===== config.mk =====
export PLATFORM = sky130hd
export DESIGN_NAME = paddle_input_controller
export DESIGN_NICKNAME = d
export VERILOG_FILES = /design/src/rtl/paddle_input_controller.sv
export SDC_FILE = /design/constraint.sdc
export NUM_CORES = 1
export LEC_CHECK = 0
export BUFFER_PORTS_ARGS = -buffer_cell sky130_fd_sc_hd__buf_2
export CAP_MARGIN = 20
export CORE_MARGIN = 2
export CORE_UTILIZATION = 45
export DETAILED_ROUTE_END_ITERATION = 8
export SYNTH_ARGS = -nofsm -noshare
export SYNTH_HDL_FRONTEND = slang
export SYNTH_SLANG_ARGS = --single-unit

===== constraint.sdc =====
create_clock -name clk -period 9.3 [get_ports clk]
set_clock_uncertainty 0.15 [all_clocks]
set_input_delay 0.93 -clock clk [delete_from_list [all_inputs] [get_ports clk]]
set_output_delay 0.93 -clock clk [all_outputs]
set_load 0.1 [all_outputs]

===== src/rtl/paddle_input_controller.sv =====
// Paddle input controller: synchronises and debounces four player buttons and
// steps/clamps two paddle positions. Define PADDLE_AI_EN to make p2 track ball_y.
module paddle_input_controller #(
   parameter int DEB_CYCLES  = 500000,
   parameter int STEP_CYCLES = 250000,
   parameter int STEP_PX     = 4,
   parameter int Y_TOP       = 16,
   parameter int Y_BOTTOM    = 464,
   parameter int BAT_SMALL   = 48,
   parameter int BAT_LARGE   = 96,
   parameter int Y_INIT      = 216,
   parameter int AI_DEADBAND = 8
) (
   input  logic        clk,
   input  logic        rst,
   input  logic        en,
   input  logic        center,
   input  logic        bat_size,
   input  logic        p1_up,
   input  logic        p1_dn,
   input  logic        p2_up,
   input  logic        p2_dn,
   input  logic [10:0] ball_y,
   output logic [10:0] p1_y,
   output logic [10:0] p2_y
);

   localparam int DW = $clog2(DEB_CYCLES + 1);
   localparam int SW = $clog2(STEP_CYCLES + 1);

   typedef logic signed [11:0] pos_t;

   localparam pos_t LIM_SMALL  = pos_t'(Y_BOTTOM - BAT_SMALL);
   localparam pos_t LIM_LARGE  = pos_t'(Y_BOTTOM - BAT_LARGE);
   localparam pos_t HALF_SMALL = pos_t'(BAT_SMALL / 2);
   localparam pos_t HALF_LARGE = pos_t'(BAT_LARGE / 2);
   localparam pos_t TOP        = pos_t'(Y_TOP);
   localparam pos_t INIT       = pos_t'(Y_INIT);
   localparam pos_t STEP       = pos_t'(STEP_PX);

   logic [3:0]    raw_btn;
   logic [3:0]    sync1;
   logic [3:0]    sync2;
   logic [3:0]    stable;
   logic [DW-1:0] deb_cnt [4];
   logic [SW-1:0] step_cnt;
   logic          tick;
   pos_t          lim;
   pos_t          half;
   pos_t          y1;
   pos_t          y2;
   pos_t          y1_next;
   pos_t          y2_next;
   logic          p2_mv_up;
   logic          p2_mv_dn;

   assign raw_btn = {p2_dn, p2_up, p1_dn, p1_up};

   always_ff @(posedge clk or negedge rst) begin
      if (!rst) begin
         sync1 <= '0;
         sync2 <= '0;
      end else begin
         sync1 <= raw_btn;
         sync2 <= sync1;
      end
   end

   // A new level is accepted only after DEB_CYCLES consecutive mismatching samples.
   always_ff @(posedge clk or negedge rst) begin
      if (!rst) begin
         stable <= '0;
         for (int i = 0; i < 4; i++) deb_cnt[i] <= '0;
      end else begin
         for (int i = 0; i < 4; i++) begin
            if (sync2[i] == stable[i]) begin
               deb_cnt[i] <= '0;
            end else if (deb_cnt[i] == DW'(DEB_CYCLES - 1)) begin
               stable[i]  <= sync2[i];
               deb_cnt[i] <= '0;
            end else begin
               deb_cnt[i] <= deb_cnt[i] + 1'b1;
            end
         end
      end
   end

   assign tick = (step_cnt == SW'(STEP_CYCLES - 1));

   always_ff @(posedge clk or negedge rst) begin
      if (!rst) step_cnt <= '0;
      else      step_cnt <= tick ? '0 : step_cnt + 1'b1;
   end

   assign lim  = bat_size ? LIM_LARGE  : LIM_SMALL;
   assign half = bat_size ? HALF_LARGE : HALF_SMALL;
   assign y1   = $signed({1'b0, p1_y});
   assign y2   = $signed({1'b0, p2_y});

`ifdef PADDLE_AI_EN
   pos_t ai_c;
   pos_t ai_ball;
   logic unused_p2_btn;
   assign ai_c          = y2 + half;
   assign ai_ball       = $signed({1'b0, ball_y});
   assign p2_mv_up      = (ai_ball + pos_t'(AI_DEADBAND)) < ai_c;
   assign p2_mv_dn      = ai_ball > (ai_c + pos_t'(AI_DEADBAND));
   assign unused_p2_btn = ^stable[3:2];
`else
   logic unused_ball;
   logic unused_half;
   assign p2_mv_up    = stable[2];
   assign p2_mv_dn    = stable[3];
   assign unused_ball = ^ball_y;
   assign unused_half = ^half;
`endif

   // Priority: recentre, clamp after bat growth, then a saturating step on tick.
   function automatic pos_t next_y(input pos_t y, input logic up, input logic dn,
                                   input pos_t l, input logic ctr, input logic mv);
      pos_t r;
      r = y;
      if (ctr)                   r = (INIT > l) ? l : INIT;
      else if (y > l)            r = l;
      else if (mv && up && !dn)  r = ((y - STEP) < TOP) ? TOP : (y - STEP);
      else if (mv && dn && !up)  r = ((y + STEP) > l) ? l : (y + STEP);
      return r;
   endfunction

   always_comb begin
      y1_next = next_y(y1, stable[0], stable[1], lim, center, en && tick);
      y2_next = next_y(y2, p2_mv_up, p2_mv_dn, lim, center, en && tick);
   end

   always_ff @(posedge clk or negedge rst) begin
      if (!rst) begin
         p1_y <= 11'(Y_INIT);
         p2_y <= 11'(Y_INIT);
      end else begin
         p1_y <= y1_next[10:0];
         p2_y <= y2_next[10:0];
      end
   end

endmodule


# ---- Word-level counts from Yosys, hierarchy flattened
# Index checks and enable logic that the tools add are counted.
dict set report word_totals {
  reg_bits 128
  in_bits 20
  output_inout_bits 22
  wordCells 84
}
dict set report classes {
  n_reduce_logical 19
  n_mux 23
  magnitude_cmp 7
  n_bitwise 4
  n_addsub 9
  n_eq_ne 9
}
# cell n
set op_table {}
lappend op_table {{$mux 19} 8}
lappend op_table {{$mux 11} 12}
lappend op_table {{$add 19x1->19 const B} 4}
lappend op_table {{$eq 19x19->1 const B} 4}
lappend op_table {{$add 11x3->12 const B} 2}
lappend op_table {{$gt 12x10->1} 2}
lappend op_table {{$lt 12x6->1 const B} 2}
lappend op_table {{$sub 11x3->12 const B} 2}
lappend op_table {{$gt 11x9->1} 2}
lappend op_table {{$add 18x1->18 const B} 1}
lappend op_table {{$eq 18x18->1 const B} 1}
lappend op_table {{$mux 18} 1}
lappend op_table {{$gt 8x9->1 const A} 1}
lappend op_table {{$logic_and 1x1->1} 9}
lappend op_table {{$mux 9} 1}
lappend op_table {{$mux 8} 1}
lappend op_table {{$reduce_and 2->1} 4}
lappend op_table {{$reduce_bool 4->1} 2}
lappend op_table {{$eq 1x1->1} 4}
lappend op_table {{$logic_not 1->1} 4}
lappend op_table {{$not 1->1} 4}

# ---- Longest topological paths before layout
dict set report logic_depth {
  depth_word 8
  mapped_depth 13
  mapped_depth_nobuf 11
}

# ---- Worst setup path after synthesis
# No wires, ideal clock.
dict set report synth_path {
  path_type {register to register}
  from {reg p1_y[2]}
  to {reg p1_y[5]}
  period_less_slack_ps 3739
  n_path_buf 1
  slack_ps 5561
  required_ps 9056
  setup_time_ps 94
  stages_incl_launch_ff 13
  t_arrival_ps 3495
  path_cell_list {dfrtp_1 ha_1 clkbuf_1 nand3_1 xnor2_1 ha_1 nor4bb_1 mux2i_1 a32o_1 o311ai_1 and2_1 a21oi_1 a221oi_2}
}
dict set report synth_via {
  elab_chain_cells 7
  elab_cells_between_ends 12
  cone_classes {add/sub (2); order compare (3); mux (6); reduce/logical (1)}
}
# element line_no
set synth_rtl {}
lappend synth_rtl {{from (decl)} 24} ;# output logic [10:0] p1_y,
lappend synth_rtl {{from (signal assigned)} 137} ;# p1_y <= 11'(Y_INIT);
lappend synth_rtl {{from (signal assigned)} 140} ;# p1_y <= y1_next[10:0];
lappend synth_rtl {{$add 11x3->12} 126} ;# else if (mv && dn && !up) r = ((y + STEP) > l) ? l : (y + STEP);
lappend synth_rtl {{$gt 12x10->1} 126}
lappend synth_rtl {{$mux 11 (2 in a row)} 126}
lappend synth_rtl {{$mux 11} 125} ;# else if (mv && up && !dn) r = ((y - STEP) < TOP) ? TOP : (y - STEP);
lappend synth_rtl {{$mux 11} 124} ;# else if (y > l) r = l;
lappend synth_rtl {{$mux 11} 123} ;# if (ctr) r = (INIT > l) ? l : INIT;
# Several ways; a longest one is shown, not always the timed one. The select of a mux whose other input is x is not followed.
# A chain may end at the register's enable or synchronous reset.

# ---- Final worst setup path
dict set report layout_path {
  from {reg p1_y[3]}
  to {reg p1_y[7]}
}
# The elaborated chain is that of the path after synthesis.

==> run summary <==
Area contributors post-synth -> dfrtp_1 41%, nor2_1 6.6%, xnor2_1 5.9%, xor2_1 5.9%, ha_1 4.1%
total power -> 1.35 mW
WL/cell -> 14.4 um
fin. max-slew vios -> 0
die extent in y -> 129 um
Synth cell types -> 76
Hold WC Path Type -> reg2reg
largest net degree at the start of global routing -> 70
CTS tree -> done
clk sinks -> 124
setup violators final -> 0
status -> complete, no violations
All-Layer GR Usage -> 0.187
clk slew on worst S/H paths -> 0.05 ns
RSZ-0062 raised after global routing -> false
# port buffers -> 26
Worst slew margin -> 0.220
DP Wirelength -> 9.92 mm
Yosys reg bits -> 124
clk buf depth -> 2
setup_tns -> 0 ns
ANT nets after route -> 0
most frequent cells after synthesis -> 124 x nor2_1, 116 x dfrtp_1, 57 x nand3_1, 50 x nand2_1
Arr. time, crit path -> 3.75 ns
Slew @ Worst Pin -> 1.16 ns
total congestion overflow -> 0
Final min period -> 3.56 ns
Setup Slack @ Placement -> 5.39 ns
Synth Area in Simple Gates -> 0.255
Worst Path Class, Setup -> reg2reg
Layout Utilization -> 0.516
main combinational cell family by area after synthesis -> simple AND/OR/NAND/NOR gates
Worst-Skew Late Latency -> 0.41 ns
Setup crit start kind -> flip-flop
total die area -> 0.0168 mm2
global-route wire length before repair -> 25.4 mm
die width -> 129 um
Post-Synth XOR/XNOR Area -> 0.121
Core Area -> 0.0153 mm2
clk root buf -> clkbuf_16
Ant. Diodes -> 0
Resize count post-CTS -> 0
max_cap viols -> 0
Avg Inst Size Synth -> 9.23 um2
Synth area leader -> dfrtp_1
Synth Instances -> 767
Synth top area share -> 0.410
RD Place Congestion -> 0.882
Worst Path Max Fanout -> 7
vias in the first global route -> 5458
placement row count -> 45
Worst VDD drop -> 0.133 mV
Mapped Area -> 0.00708 mm2
Initial DRT Pass Iterations -> 5
Setup Buffers After CTS -> 0
Layout area overhead -> 11.5%
Hold WS -> 0.195 ns
Nets -> 827
hold_buf cts -> 0
initial antenna violation count -> 0
PwrDens -> 171 mW/mm2
leakage -> 3.34 nW
Max Clock Freq -> 0.281 GHz
DR iter-0 viols -> 434
EDFF count, synth -> 0
post-synthesis mux area share -> 0.0185
H-Tree Level Count -> 4
Post-Synth Adder-Cell Area -> 0.0406
vias per std cell -> 5.50
Initial Util -> 0.462
routed vias -> 5543
most common cell in the netlist -> nor2_1
io pins -> 42
Synth async-reset ratio -> 1.00
final worst-path cycle share -> 0.383
TritonCTS buffer count -> 17
Seq/Total Area, Yosys -> 0.439
complex-gate fraction of the synthesized area -> 0.0892
Data required, critical path -> 9.49 ns
Yosys warning count -> 0
top_reg_cell synth -> dfrtp_1
WL final -> 14.5 mm
Hold Violations, Final -> 0
final worst slack -> 5.74 ns
CP endpoint kind -> flip-flop
share of cells above drive strength 1 -> 0.108
Remaining DRCs -> 0
==> power by group <==
part	internal, mW	total, mW	switching [mW]
combinational	0.0427	0.155	0.112
clock	0.387	0.616	0.229
sequential	0.555	0.578	0.0232
total	0.984	1.35	0.364
==> cell type report <==
type / count / area, um2
Multi-Input combinational cell: 588 / 3730
Timing Repair Buffer: 27 / 140
Inverter: 26 / 97.6
Fill cell: 1390 / 7410
Clock buffer: 25 / 485
Tap cell: 211 / 264
Clock inverter: 7 / 65.1
Sequential cell: 124 / 3110
==> metal layers <==
metal,share of wire,vias to the layer above,track usage
li1,-,2700,-
met1,0.49,2724,0.257
met2,0.46,108,0.299
met3,0.035,11,0.0363
met4,0.0090,0,0.0626
met5,0,-,0
==> worst paths after layout <==
| path | slack (ns) | from | end | depth (start not counted) |
|---|---|---|---|---|
| min in group asynchronous | 0.41 | rst | deb_cnt[46] | 1 |
| max in group asynchronous | 7.19 | rst | p2_y[8] | 2 |
| setup / recovery | 5.74 | p1_y[3] | p1_y[7] | 11 |
| setup reg to reg | 5.74 | p1_y[3] | p1_y[7] | 11 |
| hold / removal | 0.19 | sync1[3] | sync2[3] | 0 |
| hold reg to reg | 0.19 | sync1[3] | sync2[3] | 0 |
==> cell families (layout without fill, tap and decap cells) <==
family          after synthesis  in the layout
buf+inv                      60             85
other cells                   1              6
simple gates                359            359
flops                       124            124
fa+ha+maj                    23             23
xor+xnor                     97             97
compound gates               91             91
mux                          12             12
==> cells in the final DEF, fill, tap and decap left out, types with 6 or more instances in the layout <==
| cell type | instances |
|---|---|
| a21oi_1 | 19 |
| buf_2 | 25 |
| nand2_1 | 50 |
| conb_1 | 6 |
| mux2i_1 | 6 |
| xnor2_1 | 48 |
| or2_2 | 7 |
| xor2_1 | 48 |
| o21ai_0 | 21 |
| a211oi_1 | 6 |
| dfstp_2 | 8 |
| nor2_1 | 124 |
| nor2b_1 | 7 |
| dfrtp_1 | 116 |
| nor3_1 | 19 |
| clkbuf_16 | 17 |
| and3_1 | 20 |
| nand4_1 | 16 |
| nor4_1 | 10 |
| or3_1 | 12 |
| nand3_1 | 57 |
| inv_1 | 26 |
| ha_1 | 23 |
==> state kept, by name, indices dropped and copies added, names as in the netlist <==
| signal | flops |
|---|---|
| sync2 | 4 |
| sync1 | 4 |
| step_cnt | 18 |
| p2_y | 9 |
| stable | 4 |
| deb_cnt | 76 |
| p1_y | 9 |
==> metrics by stage <==
stage / cell area (um2) / cells
after global routing: 7900 / 1008
after global placement: 7350 / 976
final: 7900 / 1008
after floorplan: 7100 / 772
after detailed placement: 7350 / 976
after CTS: 7900 / 1008
==> critical path: stages (launching register included) <==
cell and delay, ns:
dfstp_2 0.60, ha_1 0.34, nand3_1 0.13, xnor2_1 0.17
ha_1 0.35, nor4bb_1 0.30, mux2i_1 0.12, a32o_1 0.24
o311ai_1 0.42, nand3_1 0.26, o22ai_1 0.24, o22a_1 0.18
No activity file was read; power rests on OpenSTA's default activity.
